==> src/rtl/des_spi_pkg.sv <==
// Shared defaults and state encoding for the SPI mode-0 responder.
package des_spi_pkg;

   localparam int         DATA_WIDTH_DEF  = 8;
   localparam int         SYNC_STAGES_DEF = 2;
   localparam logic [7:0] IDLE_WORD_DEF   = 8'hFF;

   typedef enum logic {
      ST_IDLE   = 1'b0,
      ST_ACTIVE = 1'b1
   } spi_state_t;

endpackage

==> src/rtl/des_sync_edge.sv <==
// Multi-stage synchroniser for an asynchronous pin, with rise/fall pulses
// derived from the synchronised level.
module des_sync_edge #(
   parameter int   STAGES    = 2,
   parameter logic RESET_VAL = 1'b0
) (
   input  logic clock_in,
   input  logic reset_n,
   input  logic din,
   output logic level,
   output logic rise,
   output logic fall
);

   logic [STAGES-1:0] sync_q;
   logic              prev_q;

   always_ff @(posedge clock_in) begin
      if (!reset_n) begin
         sync_q <= {STAGES{RESET_VAL}};
         prev_q <= RESET_VAL;
      end else begin
         sync_q <= {sync_q[STAGES-2:0], din};
         prev_q <= sync_q[STAGES-1];
      end
   end

   assign level = sync_q[STAGES-1];
   assign rise  = level & ~prev_q;
   assign fall  = ~level & prev_q;

endmodule

==> src/rtl/des_spi_slave.sv <==
// SPI mode-0 slave: oversampled SCLK/CS_N/MOSI, byte-wide rx/tx user interface.
//
//   state     | meaning
//   ----------+---------------------------------------------------------
//   ST_IDLE   | cs_n high; miso tristated, sclk edges ignored
//   ST_ACTIVE | cs_n low; shifting words, miso driven
module des_spi_slave
   import des_spi_pkg::*;
#(
   parameter int                    DATA_WIDTH  = DATA_WIDTH_DEF,
   parameter int                    SYNC_STAGES = SYNC_STAGES_DEF,
   parameter logic [DATA_WIDTH-1:0] IDLE_WORD   = IDLE_WORD_DEF
) (
   input  logic                  clock_in,
   input  logic                  reset_n,
   input  logic                  sclk,
   input  logic                  cs_n,
   input  logic                  mosi,
   output logic                  miso,
   output logic                  miso_oe,
   output logic [DATA_WIDTH-1:0] rx_data,
   output logic                  rx_valid,
   input  logic [DATA_WIDTH-1:0] tx_data,
   input  logic                  tx_valid,
   output logic                  tx_ready,
   output logic                  frame_err,
   output logic                  tx_underrun
);

   localparam int               CNT_W    = $clog2(DATA_WIDTH);
   localparam logic [CNT_W-1:0] LAST_BIT = CNT_W'(DATA_WIDTH - 1);

   spi_state_t state_q, state_d;

   logic sclk_rise, sclk_fall, sclk_lvl_unused;
   logic cs_rise, cs_fall, cs_lvl_unused;
   logic mosi_s, mosi_rise_unused, mosi_fall_unused;

   logic [CNT_W-1:0]      bit_cnt;
   logic [DATA_WIDTH-2:0] rx_shift;
   logic [DATA_WIDTH-1:0] rx_word;
   logic [DATA_WIDTH-1:0] tx_shift;
   logic [DATA_WIDTH-1:0] hold_data;
   logic                  hold_full;
   logic                  word_done_q;

   logic slot_start, rx_en, word_done, tx_shift_en, frame_end;

   des_sync_edge #(.STAGES(SYNC_STAGES), .RESET_VAL(1'b0)) u_sync_sclk (
      .clock_in (clock_in),
      .reset_n  (reset_n),
      .din      (sclk),
      .level    (sclk_lvl_unused),
      .rise     (sclk_rise),
      .fall     (sclk_fall)
   );

   // cs_n resets high so leaving reset never fakes a frame start
   des_sync_edge #(.STAGES(SYNC_STAGES), .RESET_VAL(1'b1)) u_sync_cs (
      .clock_in (clock_in),
      .reset_n  (reset_n),
      .din      (cs_n),
      .level    (cs_lvl_unused),
      .rise     (cs_rise),
      .fall     (cs_fall)
   );

   des_sync_edge #(.STAGES(SYNC_STAGES), .RESET_VAL(1'b0)) u_sync_mosi (
      .clock_in (clock_in),
      .reset_n  (reset_n),
      .din      (mosi),
      .level    (mosi_s),
      .rise     (mosi_rise_unused),
      .fall     (mosi_fall_unused)
   );

   always_ff @(posedge clock_in) begin
      if (!reset_n) state_q <= ST_IDLE;
      else          state_q <= state_d;
   end

   always_comb begin
      state_d = state_q;
      unique case (state_q)
         ST_IDLE:   if (cs_fall) state_d = ST_ACTIVE;
         ST_ACTIVE: if (cs_rise) state_d = ST_IDLE;
         default:   state_d = ST_IDLE;
      endcase
   end

   // cs_n rise pre-empts any sclk edge seen in the same cycle
   always_comb begin
      slot_start  = 1'b0;
      rx_en       = 1'b0;
      word_done   = 1'b0;
      tx_shift_en = 1'b0;
      frame_end   = 1'b0;
      miso_oe     = 1'b0;
      unique case (state_q)
         ST_IDLE: slot_start = cs_fall;
         ST_ACTIVE: begin
            miso_oe = 1'b1;
            if (cs_rise) begin
               frame_end = 1'b1;
            end else begin
               rx_en       = sclk_rise;
               word_done   = sclk_rise && (bit_cnt == LAST_BIT);
               slot_start  = word_done;
               tx_shift_en = sclk_fall && (bit_cnt != '0);
            end
         end
         default: ;
      endcase
   end

   assign rx_word  = {rx_shift, mosi_s};
   assign miso     = miso_oe ? tx_shift[DATA_WIDTH-1] : 1'b1;
   assign tx_ready = ~hold_full;

   always_ff @(posedge clock_in) begin
      if (!reset_n) begin
         bit_cnt     <= '0;
         rx_shift    <= '0;
         rx_data     <= '0;
         rx_valid    <= 1'b0;
         word_done_q <= 1'b0;
         tx_shift    <= '0;
         hold_data   <= '0;
         hold_full   <= 1'b0;
         frame_err   <= 1'b0;
         tx_underrun <= 1'b0;
      end else begin
         word_done_q <= word_done;
         rx_valid    <= word_done_q;
         frame_err   <= frame_end && (bit_cnt != '0);
         tx_underrun <= slot_start && !hold_full;

         if (frame_end) begin
            bit_cnt <= '0;
         end else if (rx_en) begin
            rx_shift <= rx_word[DATA_WIDTH-2:0];
            bit_cnt  <= word_done ? '0 : bit_cnt + CNT_W'(1);
         end
         if (word_done) rx_data <= rx_word;

         if (slot_start)       tx_shift <= hold_full ? hold_data : IDLE_WORD;
         else if (tx_shift_en) tx_shift <= {tx_shift[DATA_WIDTH-2:0], 1'b1};

         // a same-cycle load after consume leaves the register full
         if (slot_start && hold_full) hold_full <= 1'b0;
         if (tx_valid && tx_ready) begin
            hold_data <= tx_data;
            hold_full <= 1'b1;
         end
      end
   end

endmodule

==> config.mk <==
export PLATFORM = sky130hd
export DESIGN_NAME = des_spi_slave
export DESIGN_NICKNAME = d
export VERILOG_FILES = /design/src/rtl/des_spi_pkg.sv /design/src/rtl/des_sync_edge.sv /design/src/rtl/des_spi_slave.sv
export SDC_FILE = /design/constraint.sdc
export NUM_CORES = 1
export LEC_CHECK = 0
export ABC_AREA = 0
export BUFFER_PORTS_ARGS = -buffer_cell sky130_fd_sc_hd__buf_2
export CAP_MARGIN = 20
export CORE_ASPECT_RATIO = 1.5
export CORE_MARGIN = 2
export CORE_UTILIZATION = 55
export CTS_CLUSTER_DIAMETER = 120
export DETAILED_ROUTE_END_ITERATION = 10
export PLACE_DENSITY = 0.79
export SLEW_MARGIN = 0
export SYNTH_ARGS = -nofsm -noshare
export SYNTH_HDL_FRONTEND = slang
export SYNTH_SLANG_ARGS = --single-unit
==> constraint.sdc <==
create_clock -name clock_in -period 3.8 [get_ports clock_in]
set_input_delay 0.76 -clock clock_in [delete_from_list [all_inputs] [get_ports clock_in]]
set_output_delay 0.76 -clock clock_in [all_outputs]
set_load 0.02 [all_outputs]
==> qor.csv, run 1 <==
metric;value;unit
track_usage;0.172;
synth_fp_nets;222;
syn-instance-count;205;
cp_slowest_cell;dfxtp_1;
cp_max_fo;10;
cp_slowest_stage_delay;510;ps
vias;1382;
path_class;register to output port;
ant_nets;0;
utilization;0.629;
max_freq;545;MHz
diodes;0;
cts_tree;built;
fp-row-count;26;
layout-drive-gt1-share;0.164;
cts_resized;0;
relSlewSlack;0.591;
start_util;0.569;
die_h;76.1;µm
yosysTopAreaCell;dfxtp_1;
min_period;1840;ps
crit_buf_inv;1;
mostFrequentLayoutCell;dfxtp_1;
hold_path_class;register to register;
root_buffer;clkbuf_8;
fin_skew;3.92;ps
cts.sinks;48;
post_cts_buffers;0;
grt_pass1_vias;1219;
ios;28;
avgSynthCellArea;9.30;µm²
grt_pass1_wl;5.16;mm
switching_share;0.205;
path_cells;nand2b_1 > buf_2;
layout_common_cells;dfxtp_1 (48), nand2_1 (46), buf_2 (27);
path_clk_slew;80;ps
htreeDepth;2;
avgViaCountPerCell;5.18;
holdBufCountCts;0;
antenna_found_initial;0;
synth_cell_types;31;
leakage;0.878;nW
overflow;0;
yosysSeqAreaShare;0.504;
drt-total-wl;3.04;mm
drt_first_pass_iters;4;
p_per_area;435;nW/µm²
fillerInstances;326;
cts_buffer_depth;2;
p_sw;0.188;mW
combPwrFrac;0.054;
startpoint_type;register;
grt_max_degree;47;
hold_violations;0;
gp_congestion;0.745;
worst_slew_pin_slew;614;ps
fin_crit_sh;0.483;
cp.required;3040;ps
portBuffers;27;
die_w;52.1;µm
pwr-share-clk;0.372;
netlist_top_cells_area;dfxtp_1 (50%), nand2_1 (9.1%), a21boi_0 (6.3%);
avgRoutedWirePerCell;11.4;µm
rsz0062_at_grt;no;
hpwl;2.12;mm
irDropWorstVdd;298;µV
path_delay_family;flip-flops;
area_growth_syn_to_layout;10.6;%
critPathCaptureType;output port;
nets;243;
cts_buffers;5;
setup_tns;0;ps
coreArea;3350;µm²
ys_ff_latch;48;
drv_cap;0;
seqPwrFrac;0.575;
finalSetupViolCount;0;
synth_top_area_frac;0.504;
insertion_delay;290;ps
drtIter0Drc;28;
worst_ep_arrival_time;1080;ps
yosysWarnings;0;
p_int;0.729;mW
netlist_area;1910;µm²
drv_slew;0;
drc;0;
status;completed;
power.total;0.917;mW
die_area;3960;µm²
[worst reg2reg max path, cell delays in order, from the launching register on]
cell	delay, ps
dfxtp_1	370
ha_1	160
ha_1	490
a41oi_2	320
o21ai_0	250
a31oi_1	60
[final cells by class]
type | instances | area (µm²) | area share
well taps | 42 | 52.6 | 0.0249
inverters | 5 | 18.8 | 0.00890
repair buffers | 27 | 135 | 0.0641
clock inverters | 1 | 30.0 | 0.0142
clock buffers | 5 | 68.8 | 0.0326
multi-input cells | 139 | 842 | 0.399
flip-flops and latches | 48 | 961 | 0.456
[synthesized netlist by cell type, drive strengths merged]
| cell type | count |
|---|---|
| dfxtp | 48 |
| or3 | 1 |
| mux2i | 7 |
| o21ai | 9 |
| nor4bb | 1 |
| a41oi | 1 |
| o2111a | 1 |
| nand3 | 9 |
| a21boi | 23 |
| a21oi | 11 |
| and3b | 1 |
| and3 | 1 |
| and2 | 8 |
| nor3b | 2 |
| nand2 | 46 |
| nand3b | 2 |
| nor2b | 4 |
| o2111ai | 1 |
| nand2b | 5 |
| inv | 5 |
| ha | 3 |
| clkbuf | 7 |
| a31oi | 2 |
| nor2 | 1 |
| buf | 6 |
[power by group through the flow]
stage / sequential [mW] / combinational (mW) / clock (mW)
2_1_floorplan: 0.536 / 0.0381 / 0
3_3_place_gp: 0.538 / 0.0487 / 0
3_5_place_dp: 0.539 / 0.0496 / 0
4_1_cts: 0.527 / 0.0498 / 0.351
5_1_grt: 0.530 / 0.0560 / 0.368
6_report: 0.527 / 0.0491 / 0.341
[worst paths after layout]
check	from	to	slack [ps]	cells past startpoint
setup reg to reg	bit_cnt[0]	tx_shift[0]	2030	5
hold reg to reg	u_sync_cs.sync_q[0]	u_sync_cs.sync_q[1]	420	1
hold / removal	u_sync_cs.sync_q[0]	u_sync_cs.sync_q[1]	420	1
setup / recovery	state_q	miso	1960	2
[metrics by stage]
stage          setup slack, ps  hold WS, ps  cells  instance area (µm²)
6_report                  1960          424    267                 2110
5_1_grt                   1820          454    267                 2110
4_1_cts                   1950          431    267                 2110
3_5_place_dp              2030          412    261                 2010
3_3_place_gp              2080          392    261                 2010
2_1_floorplan             2290          386    205                 1910
[routing by layer]
metal  wire [µm]  up-vias  track usage
li1            -      721            -
met1        1320      628        0.187
met2        1550       28        0.291
met3         126        5       0.0549
met4          40        0       0.0789
met5           0        -            0
[cells by family after synthesis]
| family | share of synthesized area |
|---|---|
| compound gates | 0.180 |
| fa+ha+maj | 0.0197 |
| buf+inv | 0.0545 |
| flops | 0.504 |
| mux | 0.0367 |
| simple gates | 0.205 |
[registers in the layout (all words and copies together), names as in the netlist]
register and count:
u_sync_sclk.sync_q 2, u_sync_sclk.prev_q 1, u_sync_cs.sync_q 2, rx_valid 1, hold_full 1, tx_shift 8
bit_cnt 3, rx_data 8, hold_data 8, u_sync_cs.prev_q 1, frame_err 1, state_q 1
tx_underrun 1, rx_shift 7, u_sync_mosi.sync_q 2, word_done_q 1
Power figures use the tool's default switching activity.
==> run 2, diff against run 1 <==
==> constraint.sdc (replaced) <==
create_clock -name clock_in -period 1.8 [get_ports clock_in]
set_input_delay 0.36 -clock clock_in [delete_from_list [all_inputs] [get_ports clock_in]]
set_output_delay 0.36 -clock clock_in [all_outputs]
set_load 0.02 [all_outputs]
==> run 2 against run 1 <==
First-iteration DRC count increased by 36%. Clock power grew to 2.7 times the previous value. Sequential share of layout area decreased by 1.6 points. Register-to-register slack got worse by 1800 ps. Clock skew rose by 8.6 ps. Hold slack got worse by 190 ps. Core utilization increased by 2.3 points. Critical endpoint is now tx_shift[4].
==> qor.csv, run 2 (same netlist as run 1, synthesis figures left out) <==
metric;value;unit;change
irDropWorstVdd;814;µV;+170%
mostFrequentLayoutCell;dfxtp_1;;
cts_buffer_depth;2;;unchanged
crit_buf_inv;0;;-1
worst_slew_pin_slew;575;ps;-39.3 ps
status;completed;;
p_per_area;982;nW/µm²;+130%
cts.sinks;48;;unchanged
root_buffer;clkbuf_8;;
fin_skew;12.5;ps;+8.60 ps
fillerInstances;311;;-4.6%
drc;0;;unchanged
finalSetupViolCount;0;;unchanged
path_cells;nand2b_1 > o2111ai_2 > mux2i_1 > a21oi_1;;
timing.hold.ws;237;ps;-187 ps
ant_nets;0;;unchanged
switching_share;0.207;;+0.00145
hold_path_class;input pin to register;;
drtIter0Drc;38;;+36%
cts_resized;0;;unchanged
drv_slew;0;;unchanged
area_growth_syn_to_layout;14.6;%;
coreArea;3350;µm²;unchanged
overflow;0;;unchanged
drt-total-wl;3.20;mm;+5.2%
avgViaCountPerCell;5.09;;-1.7%
cts_tree;built;;
min_period;1550;ps;
rsz0062_at_grt;no;;
die_h;76.1;µm;unchanged
htreeDepth;2;;unchanged
path_clk_slew;90;ps;about the same
path_class;register to register;;
cp_slowest_cell;dfxtp_1;;
holdBufCountCts;0;;unchanged
fp-row-count;26;;unchanged
grt_pass1_wl;5.62;mm;+8.8%
setup_tns;0;ps;unchanged
portBuffers;27;;unchanged
layout.cells.non_filler;274;;+2.6%
start_util;0.569;;unchanged
startpoint_type;register;;
top_regs;hold_data x8, rx_data x8, tx_shift x8;;
drt_first_pass_iters;4;;unchanged
layout-drive-gt1-share;0.190;;+0.0252
antenna_found_initial;0;;unchanged
die_area;3960;µm²;unchanged
pwr-share-clk;0.430;;+0.058
leakage;0.920;nW;+4.9%
cp_slowest_stage_delay;400;ps;-110 ps
seqPwrFrac;0.518;;-0.057
combPwrFrac;0.052;;-0.002
post_cts_buffers;0;;unchanged
diodes;0;;unchanged
cp_max_fo;8;;-2
p_int;1.70;mW;+130%
fin_crit_sh;0.863;;
critPathCaptureType;register;;
path_delay_family;compound AO/OA/AOI/OAI gates;;
cp.required;1980;ps;-1060 ps
vias;1394;;+0.87%
die_w;52.1;µm;unchanged
hpwl;2.28;mm;+7.4%
p_sw;0.443;mW;+140%
hold_violations;0;;unchanged
grt_max_degree;34;;-28%
grt_pass1_vias;1290;;+5.8%
dp.cells;266;;+1.9%
relSlewSlack;0.616;;+0.0254
nets;248;;+2.1%
insertion_delay;310;ps;+20 ps
drv_cap;0;;unchanged
avgRoutedWirePerCell;11.7;µm;+2.5%
ios;28;;unchanged
cts_buffers;5;;unchanged
worst_ep_arrival_time;1730;ps;+650 ps
gp_congestion;0.757;;+1.6%
track_usage;0.186;;+0.0140
layout_common_cells;dfxtp_1 (48), nand2_1 (46), buf_2 (27);;
max_freq;644;MHz;
[run 2: layout make-up]
class,instances,area (µm²),share of cell area
flip-flops and latches,48,961,0.440
multi-input cells,139,842,0.385
repair buffers,32,173,0.0790
clock buffers,5,68.8,0.0315
clock inverters,3,68.8,0.0315
well taps,42,52.6,0.0241
inverters,5,18.8,0.00859
[run 2: final timing paths]
kind,start,endpoint,slack (ps),depth (start not counted)
worst max register to register,u_sync_cs.prev_q,tx_shift[4],250,4
worst max-delay path,u_sync_cs.prev_q,tx_shift[4],250,4
worst min register to register,u_sync_cs.sync_q[0],u_sync_cs.sync_q[1],410,1
worst min-delay path,cs_n,u_sync_cs.sync_q[0],240,2
[run 2: layer usage]
layer | track usage | part of all wire | wire (µm)
met5 | 0 | 0 | 0
met4 | 0.0868 | 0.023 | 74
met3 | 0.0471 | 0.036 | 116
met2 | 0.314 | 0.52 | 1660
met1 | 0.210 | 0.42 | 1340
[run 2: power groups by stage]
stage	combinational (mW)	sequential (mW)	clock (mW)
finish	0.111	1.11	0.923
global route	0.126	1.12	0.990
CTS	0.113	1.11	0.941
detailed placement	0.112	1.14	0
global placement	0.109	1.13	0
floorplan	0.0804	1.13	0
[run 2: per-stage QoR]
| step | utilization | setup slack (ps) | cell area [µm²] | power [mW] |
|---|---|---|---|---|
| floorplan | - | 302 | 1910 | 1.21 |
| global placement | 0.611 | 306 | 2050 | 1.24 |
| detailed placement | 0.611 | 256 | 2050 | 1.25 |
| CTS | 0.652 | 237 | 2180 | 2.16 |
| global route | 0.652 | 80.3 | 2180 | 2.23 |
| finish | 0.652 | 246 | 2180 | 2.14 |
==> run 3, diff against run 2 <==
--- a/config.mk
+++ b/config.mk
@@ -5,7 +5,7 @@
 export SDC_FILE = /design/constraint.sdc
 export NUM_CORES = 1
 export LEC_CHECK = 0
-export ABC_AREA = 0
+export ABC_AREA = 1
 export BUFFER_PORTS_ARGS = -buffer_cell sky130_fd_sc_hd__buf_2
 export CAP_MARGIN = 20
 export CORE_ASPECT_RATIO = 1.5
==> run 3 against run 2 <==
Worst setup slack got worse by 8.2 ps. Combinational power rose by 35%. Core utilization rose by 0.59 points. Clock skew fell by 5.6 ps. Clock-buffer cell count rose by 1.
==> qor.csv, run 3 <==
metric;value;unit;change
status;completed;;
hpwl;2.60;mm;+14%
crit_buf_inv;1;;+1
grt_pass1_vias;1577;;+22%
fin_skew;6.94;ps;-5.57 ps
holdBufCountCts;0;;unchanged
cts_buffers;5;;unchanged
synth-edff-count;0;;unchanged
avgViaCountPerCell;4.94;;-3.0%
worst_ep_arrival_time;1800;ps;+70 ps
ant_nets;0;;unchanged
rrSetupSlack;240;ps;about the same
diodes;0;;unchanged
drt_first_pass_iters;4;;unchanged
ys_ff_latch;48;;unchanged
combPwrFrac;0.072;;+0.020
leakage;1.03;nW;+12%
cts_tree;built;;
p_sw;0.471;mW;+6.2%
top_regs;hold_data x8, rx_data x8, tx_shift x8;;
path_delay_family;simple AND/OR/NAND/NOR gates;;
synth_fp_nets;273;;+23%
yosys_most_used_dff;dfxtp_1;;
yosysSeqAreaShare;0.494;;-0.0104
worst_slew_pin_slew;487;ps;-87.0 ps
netlist_area;1950;µm²;+2.1%
avgSynthCellArea;7.60;µm²;-18%
post_cts_buffers;0;;unchanged
r2r_end;tx_shift[7];;
grt_pass1_wl;6.44;mm;+15%
r2r_start;bit_cnt[0];;
hold_end;u_sync_mosi.sync_q[0];;
cp_slowest_cell;dfxtp_1;;
yosysWarnings;0;;unchanged
insertion_delay;300;ps;about the same
cts_resized;0;;unchanged
yosysTopAreaCell;dfxtp_1;;
yosys-top-cells-count;nand2_1 (67), dfxtp_1 (48), nor2_1 (32), inv_1 (25), a21oi_1 (23);;
layout_common_cells;nand2_1 (67), dfxtp_1 (48), nor2_1 (32);;
timing.hold.ws;231;ps;-6.63 ps
grt_max_degree;29;;-15%
hold_depth;3;;+1
ios;28;;unchanged
path_class;register to register;;
antenna_found_initial;0;;unchanged
drc;0;;unchanged
max_freq;640;MHz;-0.52%
hold_violations;0;;unchanged
utilization;0.658;;+0.00594
portBuffers;27;;unchanged
cp_slowest_stage_delay;330;ps;-70 ps
switching_share;0.226;;+0.0195
overflow;0;;unchanged
finalSetupViolCount;0;;unchanged
die_w;52.6;µm;+0.97%
layout-drive-gt1-share;0.199;;+0.00965
nets;302;;+22%
vias;1619;;+16%
mostFrequentLayoutCell;nand2_1;;
p_int;1.61;mW;-5.3%
worstHoldStart;mosi;;
avgRoutedWirePerCell;11.0;µm;-5.7%
min_period;1560;ps;+8.17 ps
startpoint_type;register;;
drv_cap;0;;unchanged
start_util;0.575;;+0.00636
area_growth_syn_to_layout;14.3;%;
pwr-share-clk;0.391;;-0.039
rr_worst_depth;9;;+5
drt-total-wl;3.61;mm;+13%
die_h;76.9;µm;+0.99%
cp.required;2040;ps;+60 ps
seqPwrFrac;0.537;;+0.019
path_clk_slew;90;ps;about the same
relSlewSlack;0.675;;+0.0585
fp-row-count;26;;unchanged
cp_max_fo;14;;+6
coreArea;3380;µm²;+0.97%
die_area;4040;µm²;+2.0%
yosysMostFrequentCell;nand2_1;;
netlist_top_cells_area;dfxtp_1 (49%), nand2_1 (13%), nor2_1 (6.2%);;
setup_tns;0;ps;unchanged
area.sequential;961;µm²;unchanged
synth_top_area_frac;0.494;;-0.0104
htreeDepth;2;;unchanged
synth_cell_types;26;;-16%
drv_slew;0;;unchanged
drtIter0Drc;52;;+37%
path_cells;ha_1 > ha_1 > nand2_1 > inv_1 > nand3_4 > nand2_4 > nor2_2 > nor2_1 > nor2_1;;
root_buffer;clkbuf_8;;
hold_path_class;input pin to register;;
p_per_area;935;nW/µm²;-4.7%
syn-instance-count;256;;+25%
fin_crit_sh;0.868;;+0.00454
critPathCaptureType;register;;
irDropWorstVdd;946;µV;+16%
cts_buffer_depth;2;;unchanged
cts.sinks;48;;unchanged
gp_congestion;0.796;;+5.2%
multiInputGateArea;812;µm²;-3.6%
rsz0062_at_grt;no;;
fillerInstances;306;;-1.6%
async_flop_share;0;;unchanged
track_usage;0.208;;+0.0221
## run 3: cell types whose count changed after synthesis, moves of 6 or more
cell and change:
nor2_1 +31, nand2_1 +21, inv_1 +20, a21boi_0 -16
a21oi_1 +12, a21boi_1 -7, and2_1 -7, mux2i_1 -7
or2_2 +6
## run 3: power groups by stage
stage / Combinational (mW) / Sequential, mW / Clock, mW
2_1_floorplan: 0.114 / 1.14 / 0
3_3_place_gp: 0.148 / 1.14 / 0
3_5_place_dp: 0.150 / 1.14 / 0
4_1_cts: 0.151 / 1.12 / 0.827
5_1_grt: 0.172 / 1.12 / 0.869
6_report: 0.150 / 1.12 / 0.813
## run 3: layer usage
metal / up-vias / wire [µm] / GRT usage
met3: 5 / 102 / 0.0584
met1: 739 / 1600 / 0.234
met5: - / 0 / 0
li1: 853 / - / -
met4: 0 / 50 / 0.0872
met2: 22 / 1860 / 0.354
## run 3: worst max path at each step
| stage | startpoint | end | slack [ps] | depth (start not counted) |
|---|---|---|---|---|
| final | bit_cnt[0] | tx_shift[7] | 240 | 9 |
| after detailed placement | bit_cnt[0] | tx_shift[7] | 230 | 9 |
| after global routing | bit_cnt[0] | tx_shift[4] | 50 | 9 |
| after global placement | bit_cnt[0] | tx_shift[0] | 300 | 8 |
| after floorplan | bit_cnt[0] | tx_shift[6] | 450 | 11 |
| after CTS | bit_cnt[0] | tx_shift[7] | 230 | 9 |
## run 3: stage by stage
| step | worst slack [ps] | instances | area [µm²] | total power [mW] |
|---|---|---|---|---|
| 6_report | 238 | 328 | 2230 | 2.08 |
| 5_1_grt | 54.8 | 328 | 2230 | 2.16 |
| 4_1_cts | 230 | 328 | 2230 | 2.10 |
| 3_5_place_dp | 233 | 320 | 2100 | 1.29 |
| 3_3_place_gp | 302 | 320 | 2100 | 1.29 |
| 2_1_floorplan | 454 | 256 | 1950 | 1.25 |
## run 3: worst min-delay path: cells and delay by family
family / cells / cell delay (ps)
simple gates: 1 / 40
buf+inv: 2 / 110
## run 3: cell type report
type	instances	share of cell area
clock buffer	6	0.0371
clock inverter	2	0.0174
inverter	30	0.0512
multi-input combinational	169	0.365
sequential	48	0.432
tap	42	0.0236
timing repair buffer	31	0.0742
## run 3: kinds of logic (layout without fill, tap and decap cells)
| logic type | after synthesis | after routing | share of synthesized area |
|---|---|---|---|
| compound gates | 33 | 33 | 0.0848 |
| fa+ha+maj | 3 | 3 | 0.0193 |
| flops | 48 | 48 | 0.494 |
| simple gates | 133 | 133 | 0.313 |
| buf+inv | 39 | 69 | 0.0893 |
